$ cat src/rtl/wb_stage_p.sv
// Writeback stage: picks one of NSRC result sources or a formatted load word and
// emits a registered one-cycle writeback pulse; loads may wait on a late response.
module wb_stage_p #(
    parameter int DW     = 32,
    parameter int NSRC   = 5,
    parameter int LD_IDX = 2,
    parameter int TMO    = 15,
    parameter int SELW   = 3
) (
    input  logic                 i_clk,
    input  logic                 i_reset,
    input  logic                 i_valid,
    output logic                 o_ready,
    input  logic [NSRC*DW-1:0]   i_src_data,
    input  logic [SELW-1:0]      i_wb_sel,
    input  logic [4:0]           i_rd_addr,
    input  logic                 i_rd_wren,
    input  logic [1:0]           i_ld_size,
    input  logic                 i_ld_unsigned,
    input  logic [1:0]           i_ld_offset,
    input  logic                 i_ld_valid,
    input  logic [DW-1:0]        i_ld_data,
    output logic                 o_wb_valid,
    output logic [DW-1:0]        o_wb_data,
    output logic [4:0]           o_rd_addr,
    output logic                 o_rd_wren,
    output logic                 o_ld_err,
    output logic                 o_dbg_state
);

    localparam int CW = $clog2(TMO + 1);

    typedef enum logic {IDLE = 1'b0, WAIT_LD = 1'b1} state_t;

    state_t          state, state_nxt;
    logic [CW-1:0]   cnt;
    logic [4:0]      cap_rd;
    logic            cap_wren;
    logic [1:0]      cap_size;
    logic            cap_uns;
    logic [1:0]      cap_off;

    logic            accept, is_ld, ld_misal, ld_to;
    logic [DW-1:0]   src_val;
    logic            fire, err, wren_nxt;
    logic [DW-1:0]   data_nxt;
    logic [4:0]      addr_nxt;

    function automatic logic misaligned(input logic [1:0] size, input logic [1:0] off);
        return (size == 2'b11) || (size == 2'b01 && off[0]) || (size == 2'b10 && off != 2'b00);
    endfunction

    // Lane is zero-extended into 32 bits first; sign bits above the lane are OR-ed in.
    function automatic logic [DW-1:0] fmt_load(input logic [31:0] w, input logic [1:0] size,
                                               input logic uns, input logic [1:0] off);
        logic [31:0]   lane;
        logic [DW-1:0] keep;
        logic          sign;
        keep = '0;
        case (size)
            2'b00: begin
                lane = {24'h0, w[{off, 3'b000} +: 8]};
                keep[7:0] = '1;
                sign = lane[7];
            end
            2'b01: begin
                lane = {16'h0, w[{off[1], 4'b0000} +: 16]};
                keep[15:0] = '1;
                sign = lane[15];
            end
            default: begin
                lane = w;
                keep[31:0] = '1;
                sign = w[31];
            end
        endcase
        return DW'(lane) | ((sign && !uns) ? ~keep : '0);
    endfunction

    // Handshake: an instruction transfers on a rising edge where i_valid and o_ready
    // are both 1; o_ready is high only in IDLE outside reset and never depends on i_valid.
    assign accept   = i_valid && (state == IDLE) && !i_reset;
    assign is_ld    = (i_wb_sel == SELW'(LD_IDX));
    assign ld_misal = misaligned(i_ld_size, i_ld_offset);
    assign ld_to    = (cnt == CW'(TMO));

    always_comb begin
        src_val = '0;
        for (int n = 0; n < NSRC; n++)
            if (i_wb_sel == SELW'(n)) src_val = i_src_data[n*DW +: DW];
    end

    always_ff @(posedge i_clk) begin
        if (i_reset) begin
            state    <= IDLE;
            cnt      <= '0;
            cap_rd   <= '0;
            cap_wren <= 1'b0;
            cap_size <= '0;
            cap_uns  <= 1'b0;
            cap_off  <= '0;
        end else begin
            state <= state_nxt;
            if (accept && is_ld) begin
                cap_rd   <= i_rd_addr;
                cap_wren <= i_rd_wren;
                cap_size <= i_ld_size;
                cap_uns  <= i_ld_unsigned;
                cap_off  <= i_ld_offset;
                cnt      <= '0;
            end else if (state == WAIT_LD && !i_ld_valid && !ld_to) begin
                cnt <= cnt + CW'(1);
            end
        end
    end

    always_comb begin
        state_nxt = state;
        case (state)
            IDLE:    if (accept && is_ld && !ld_misal && !i_ld_valid) state_nxt = WAIT_LD;
            WAIT_LD: if (i_ld_valid || ld_to) state_nxt = IDLE;
            default: state_nxt = IDLE;
        endcase
    end

    always_comb begin
        o_ready     = (state == IDLE) && !i_reset;
        o_dbg_state = state;
        fire        = 1'b0;
        err         = 1'b0;
        data_nxt    = '0;
        addr_nxt    = i_rd_addr;
        wren_nxt    = 1'b0;
        case (state)
            IDLE: begin
                if (accept) begin
                    if (!is_ld) begin
                        fire     = 1'b1;
                        data_nxt = src_val;
                        wren_nxt = i_rd_wren && (i_rd_addr != 5'd0);
                    end else if (ld_misal) begin
                        fire = 1'b1;
                        err  = 1'b1;
                    end else if (i_ld_valid) begin
                        fire     = 1'b1;
                        data_nxt = fmt_load(i_ld_data[31:0], i_ld_size, i_ld_unsigned, i_ld_offset);
                        wren_nxt = i_rd_wren && (i_rd_addr != 5'd0);
                    end
                end
            end
            WAIT_LD: begin
                addr_nxt = cap_rd;
                if (i_ld_valid) begin
                    fire     = 1'b1;
                    data_nxt = fmt_load(i_ld_data[31:0], cap_size, cap_uns, cap_off);
                    wren_nxt = cap_wren && (cap_rd != 5'd0);
                end else if (ld_to) begin
                    fire = 1'b1;
                    err  = 1'b1;
                end
            end
            default: ;
        endcase
    end

    // Data/address/enable only move on a writeback so they hold between pulses.
    always_ff @(posedge i_clk) begin
        if (i_reset) begin
            o_wb_valid <= 1'b0;
            o_ld_err   <= 1'b0;
            o_wb_data  <= '0;
            o_rd_addr  <= '0;
            o_rd_wren  <= 1'b0;
        end else begin
            o_wb_valid <= fire;
            o_ld_err   <= err;
            if (fire) begin
                o_wb_data <= data_nxt;
                o_rd_addr <= addr_nxt;
                o_rd_wren <= wren_nxt;
            end
        end
    end

endmodule
$ cat config.mk
export PLATFORM = sky130hd
export DESIGN_NAME = wb_stage_p
export DESIGN_NICKNAME = d
export VERILOG_FILES = /design/src/rtl/wb_stage_p.sv
export SDC_FILE = /design/constraint.sdc
export NUM_CORES = 1
export LEC_CHECK = 0
export CORE_ASPECT_RATIO = 2
export CORE_MARGIN = 2
export CORE_UTILIZATION = 35
export DETAILED_ROUTE_END_ITERATION = 10
export GPL_TIMING_DRIVEN = 0
export PLACE_DENSITY = 0.72
export RECOVER_POWER = 25
export SLEW_MARGIN = 25
export SYNTH_ARGS = -nofsm -noshare
export SYNTH_HDL_FRONTEND = slang
export SYNTH_SLANG_ARGS = --single-unit
$ cat constraint.sdc
create_clock -name i_clk -period 3.05 [get_ports i_clk]
set_clock_uncertainty 0.2 [all_clocks]
set_input_delay 0.4575 -clock i_clk [delete_from_list [all_inputs] [get_ports i_clk]]
set_output_delay 0.4575 -clock i_clk [all_outputs]
set_load 0.05 [all_outputs]
==> impl_metrics.tcl, run 1 <==
set metrics [dict create \
    core_area_sq_um 13510 \
    synth-adder-area-share 0.002587 \
    layout-drive-gt1-share 0.07494 \
    floorplan.initialDensity 0.3579 \
    grt_max_degree 21 \
    grt_first_pass_wirelength_um 32440 \
    drt_iter0_drc 390 \
    dr_total_vias 5983 \
    p_leak_nw 2.705 \
    dp.final_hpwl_um 17930 \
    yosys_warnings 0 \
    yosys.area_share.simple 0.2075 \
    drtPass1Iterations 6 \
    drv_slew 0 \
    crit_buf_inv 3 \
    post_cts.repair.setup_buffers 0 \
    die_x_um 87.12 \
    cp-startpoint "i_reset" \
    synth_top_area_frac 0.2318 \
    max_stage_delay_ns 0.75 \
    path_cells "clkdlybuf4s50_1, clkbuf_1, nor2_1, dlymetal6s2s_1" \
    synth_area_leaders "dfxtp_1, mux2i_1, nor2_1, a211oi_1, a311oi_1" \
    antenna_found_initial 0 \
    async_reset_ff_frac 0 \
    drv_cap 0 \
    synth_seq_cells 56 \
    vias_per_cell 5.930 \
    synth_top_family_by_area "compound AO/OA/AOI/OAI gates" \
    rsz0062_at_grt "no" \
    netlist_instances 631 \
    synth_compound_area_frac 0.3514 \
    ys_seq_area_frac 0.2318 \
    fill_cells 1346 \
    gr-total-overflow 0 \
    clk_pin_slew_ns 0.08 \
    std_cell_rows 60 \
    max_freq_mhz 347.3 \
    synth_area_per_cell_sq_um 7.664 \
    drc 0 \
    crit_required_ns 2.39 \
    finalCriticalPeriod_ns 2.880 \
    fin_crit_sh 0.9441 \
    netlist_area_sq_um 4836 \
    synth_edf_count 0 \
    ys_types 61 \
    syn_to_final_growth_pct 51.88 \
    num-nets-final 1064 \
    crit_family "buffers and inverters" \
    cts-root-buf "clkbuf_16" \
    io_pins 252 \
    cp-start-kind "input pin" \
    finalPower_mw 2.341 \
    reg2reg_from "o_dbg_state$_SDFF_PP0_" \
    finalSetupViolations 0 \
    yosys.area_share.xor_xnor 0.005433 \
    tightest_slew_ns 0.9606 \
    post-synth-top-count-cell "nor2_1" \
    synth.largest_area_cell "dfxtp_1" \
    cp_slowest_cell "clkbuf_1" \
    hold_ws_ns 0.2677 \
    wire_per_inst_um 21.85 \
    cts_tree "done" \
    totalWireLength_um 22050 \
    num_antenna_cells 0 \
    worstPathMaxFanout 19 \
    h-tree-depth 2 \
    antenna_left 0 \
    place_congestion 0.9748 \
    tns_ns 0 \
    clock_path_buffers 2 \
    hp-start "cap_wren$_SDFFE_PP0P_" \
    cts_made_buffers 5 \
    die_area_sq_um 14830 \
    hp-class "reg2reg" \
    hold_viol 0 \
    synth_ff_type "dfxtp_1" \
    clk_latency_ns 0.32 \
    die_y_um 170.2 \
    io_buffers 216 \
    first_global_vias 5981 \
    synthTopCellsByCount "nor2_1, dfxtp_1, nand2_1, mux2i_1, a21oi_1" \
    synthesis.nets 842 \
    power.density_nw_per_um2 318.8 \
    synthMuxAreaShare 0.1322 \
    vdd_drop_max_v 0.0002034 \
    endpoint_kind "output port" \
    grt_util_all_layers 0.2857 \
    arrival_ns 2.22 \
    relSlewSlack 0.3596 \
    status "completed" \
    cts.sinks 56 \
    crit_type "in2out" \
]
==> metrics by stage <==
stage               area, sq um  cells  utilization  setup WS, ns
floorplan                  4836    631            -        0.8170
global placement           7192   1002       0.5322       -0.3886
detailed placement         7192   1002       0.5322       -0.3696
CTS                        7343   1009       0.5434       0.04975
global route               7345   1009       0.5435       0.06944
finish                     7345   1009       0.5435        0.1705
==> registers in the layout, summed over array words and instances (netlist names) <==
register,count
o_rd_wren,1
cap_wren,1
cap_size,2
cap_rd,5
cap_uns,1
o_dbg_state,1
o_wb_data,32
o_ld_err,1
o_wb_valid,1
cnt,4
o_rd_addr,5
cap_off,2
==> cell type report <==
class                           count  area, sq um  area share
Timing Repair Buffer              216         2165      0.2947
Multi-Input combinational cell    499         3381      0.4603
Sequential cell                    56         1121      0.1526
Clock buffer                        5        125.1     0.01704
Tap cell                          155        193.9     0.02641
Inverter                           10        37.54    0.005111
Buffer                             65        292.8     0.03986
Clock inverter                      3        28.78    0.003918
==> cells by family (layout without fill, tap and decap cells) <==
logic type	Yosys count	count (layout)
buffers and inverters	76	299
adder cells (fa/ha/maj)	1	1
AO/OA/AOI/OAI	226	226
XOR/XNOR	3	3
AND/OR/NAND/NOR	207	207
multiplexers	62	62
flip-flops	56	56
==> power by group <==
part / internal [mW] / switching [mW]
Sequential: 0.770 / 0.0216
Clock: 0.318 / 0.323
Combinational: 0.418 / 0.490
==> worst reg2reg max path: cells and delay by family (launching register included) <==
family	cells	cell delay, ns
buffers and inverters	2	0.71
AOI/OAI and AO/OA	2	0.60
DFF	1	0.48
and+or+nand+nor	2	0.31
==> path summary, 6_finish.rpt <==
check                                to  slack (ns)  cells after the start
min reg2reg       cap_wren$_SDFFE_PP0P_        0.27                      2
min               cap_wren$_SDFFE_PP0P_        0.27                      2
max                             o_ready        0.17                      4
max reg2reg  o_wb_data[16]$_SDFFE_PP0P_        0.66                      6
==> placed cells by master (no fill, tap or decap), types with 12 or more instances in the layout <==
cell / instances
a311oi_1: 24
a211oi_1: 29
dlygate4sd3_1: 23
clkbuf_1: 36
nand2_1: 53
nor3_1: 13
o221ai_1: 15
a21oi_1: 37
and2_1: 14
a221oi_1: 16
a22o_1: 16
buf_2: 20
clkdlybuf4s50_1: 192
a22oi_1: 12
mux2i_1: 47
nor2_1: 73
mux2_2: 15
dfxtp_1: 56
==> repair_timing <==
| item | 4_1_cts | 5_1_grt |
|---|---|---|
| setup endpoints to repair | 1 | 1 |
| endpoints found under the hold margin | 0 | 0 |
| hold buffers | 0 | 0 |
| cloned | 0 | 0 |
| resized for setup | 1 | 1 |
| pin swaps | 0 | 0 |
==> layer usage <==
metal / vias up / wire (um) / GRT usage
li1: 2875 / - / -
met1: 2786 / 7563 / 0.2860
met2: 250 / 12240 / 0.5446
met3: 72 / 958 / 0.03104
met4: 0 / 1280 / 0.1672
met5: - / 0 / 0
Note: power is estimated with default switching activity, not from simulation.
==> run 2, diff against run 1 <==
--- a/config.mk
+++ b/config.mk
@@ -5,12 +5,14 @@
 export SDC_FILE = /design/constraint.sdc
 export NUM_CORES = 1
 export LEC_CHECK = 0
+export CELL_PAD_IN_SITES_DETAIL_PLACEMENT = 0
+export CELL_PAD_IN_SITES_GLOBAL_PLACEMENT = 1
 export CORE_ASPECT_RATIO = 2
 export CORE_MARGIN = 2
-export CORE_UTILIZATION = 35
+export CORE_UTILIZATION = 25
 export DETAILED_ROUTE_END_ITERATION = 10
 export GPL_TIMING_DRIVEN = 0
-export PLACE_DENSITY = 0.72
+export PLACE_DENSITY_LB_ADDON = 0.1
 export RECOVER_POWER = 25
 export SLEW_MARGIN = 25
 export SYNTH_ARGS = -nofsm -noshare
==> constraint.sdc (replaced) <==
create_clock -name i_clk -period 2.4 [get_ports i_clk]
set_clock_uncertainty 0.2 [all_clocks]
set_input_delay 0.36 -clock i_clk [delete_from_list [all_inputs] [get_ports i_clk]]
set_output_delay 0.36 -clock i_clk [all_outputs]
set_load 0.05 [all_outputs]
==> run 2 against run 1 <==
Against the previous run:
- sequential share of layout area is 0.73 points lower
- largest power group unchanged
- critical path type is now in2reg
- hold slack worse by 0.0053 ns
- via count is 0.33% higher
- non-clock buffer count is 7 higher
- die area is 39% higher
- sequential power is 28% higher
- clock power is 26% higher
- routed wire length is 13% higher
- critical path depth is 3 higher
==> impl_metrics.tcl, run 2 (synthesized netlist as in run 1, its figures left out) <==
set metrics [dict create \
    status "completed" \
    rsz0062_at_grt "yes" \
    hold_ws_ns 0.2625 \
    cts.sinks 56 \
    layout_commonest_cell "clkdlybuf4s50_1" \
    top_regs "o_wb_data (32), cap_rd (5), o_rd_addr (5)" \
    first_global_vias 6224 \
    cp-start-kind "input pin" \
    floorplan.initialDensity 0.2520 \
    vias_per_cell 5.360 \
    most-common-layout-cells "clkdlybuf4s50_1, nor2_1, dfxtp_1" \
    num_antenna_cells 0 \
    dp.final_hpwl_um 20630 \
    crit_type "in2reg" \
    place_congestion 0.9099 \
    clk_pin_slew_ns 0.08 \
    core_area_sq_um 19190 \
    whs_path_depth 3 \
    max_stage_delay_ns 0.60 \
    cp-startpoint "i_ld_data[23]" \
    cp_slowest_cell "clkdlybuf4s50_1" \
    dp.cells 1106 \
    syn_to_final_growth_pct 59.46 \
    highest_layer "met4" \
    p_leak_nw 2.787 \
    final.setup.worst_slack_ns 0.05362 \
    wl_met3_um 1144 \
    totalWireLength_um 24990 \
    drv_slew 0 \
    clock_path_buffers 2 \
    largest_reg_flops 32 \
    grt_first_pass_wirelength_um 36840 \
    wl_met2_um 13750 \
    dr_total_vias 6003 \
    antenna_left 0 \
    die_area_sq_um 20540 \
    wl_met1_um 8835 \
    crit_required_ns 2.42 \
    die_x_um 102.3 \
    std_cell_rows 72 \
    rr_worst_depth 8 \
    num-nets-final 1071 \
    layout-drive-gt1-share 0.1231 \
    gr-total-overflow 0 \
    grt_util_all_layers 0.2383 \
    io_pins 252 \
    max_freq_mhz 426.2 \
    endpoint_kind "flip-flop" \
    reg2reg_from "o_dbg_state$_SDFF_PP0_" \
    hp-start "i_ld_data[31]" \
    arrival_ns 2.37 \
    path_cells "clkdlybuf4s50_1, mux2_2, a221oi_2, a2111o_1, buf_12, and3_1, a311oi_2" \
    finalSetupViolations 0 \
    fin_area_sq_um 7711 \
    clk_latency_ns 0.31 \
    relSlewSlack 0.5142 \
    antenna_found_initial 0 \
    vdd_drop_max_v 0.0002940 \
    h-tree-depth 2 \
    power.density_nw_per_um2 393.9 \
    tightest_slew_ns 0.7288 \
    largest-register "o_wb_data" \
    cts_made_buffers 5 \
    cts-root-buf "clkbuf_16" \
    pre_cts_ws_ns -0.8750 \
    drc 0 \
    stdcell_count 1120 \
    io_buffers 216 \
    wire_per_inst_um 22.31 \
    die_y_um 200.7 \
    drtPass1Iterations 5 \
    hold_viol 0 \
    finalCriticalPeriod_ns 2.346 \
    fill_cells 2072 \
    grt_max_degree 21 \
    placed_cell_area_sq_um 7322 \
    drv_cap 0 \
    hold_buffers 0 \
    hp-class "in2reg" \
    cts_tree "done" \
    worstPathMaxFanout 8 \
    drt_iter0_drc 354 \
    fin_crit_sh 0.9777 \
]
run 2: what timing repair did:
item / in CTS / in global routing
endpoints found under the hold margin: 0 / 0
resized for setup: 34 / 32
buffers inserted: 7 / 2
setup endpoints to repair: 35 / 38
pin swaps: 3 / 2
run 2: path summary, 6_finish.rpt:
kind	to	slack, ns
setup / recovery	o_wb_data[27]$_SDFFE_PP0P_	0.05
hold / removal	o_wb_data[31]$_SDFFE_PP0P_	0.26
setup reg to reg	o_wb_data[21]$_SDFFE_PP0P_	0.10
hold reg to reg	cap_wren$_SDFFE_PP0P_	0.27
run 2: metal layers:
layer	track usage	vias to the layer above
met5	0	-
met3	0.02681	52
met2	0.4525	233
met4	0.1176	0
li1	-	2894
met1	0.2472	2824
run 2: cell type report:
type / instances / area (sq um) / share of cell area
well taps: 259 / 324.1 / 0.04202
inverters: 10 / 37.54 / 0.004868
plain buffers: 63 / 336.6 / 0.04365
clock inverters: 3 / 28.78 / 0.003732
clock buffers: 5 / 125.1 / 0.01623
repair buffers: 225 / 2250 / 0.2917
flip-flops and latches: 56 / 1121 / 0.1454
multi-input cells: 499 / 3488 / 0.4524
run 2: power breakdown:
| part | switching (mW) | total (mW) | leakage, nW | internal [mW] |
|---|---|---|---|---|
| clock | 0.403 | 0.807 | 0.0767 | 0.404 |
| combinational | 0.658 | 1.22 | 2.25 | 0.566 |
| sequential | 0.0278 | 1.01 | 0.458 | 0.978 |
| total | 1.09 | 3.04 | 2.79 | 1.95 |
run 2: worst max-delay path: cells and delay by family:
family,cells,cell delay (ns)
multiplexers,1,0.24
buffers and inverters,2,0.75
AO/OA/AOI/OAI,3,0.83
AND/OR/NAND/NOR,1,0.18
run 2: stage by stage:
| step | util | TNS, ns | power [mW] |
|---|---|---|---|
| global route | 0.4019 | -0.2022 | 3.173 |
| CTS | 0.3973 | -0.01131 | 3.059 |
| detailed placement | 0.3816 | -24.91 | 2.213 |
| finish | 0.4019 | 0 | 3.038 |
| global placement | 0.3816 | -23.31 | 2.207 |
| floorplan | - | 0 | 1.612 |
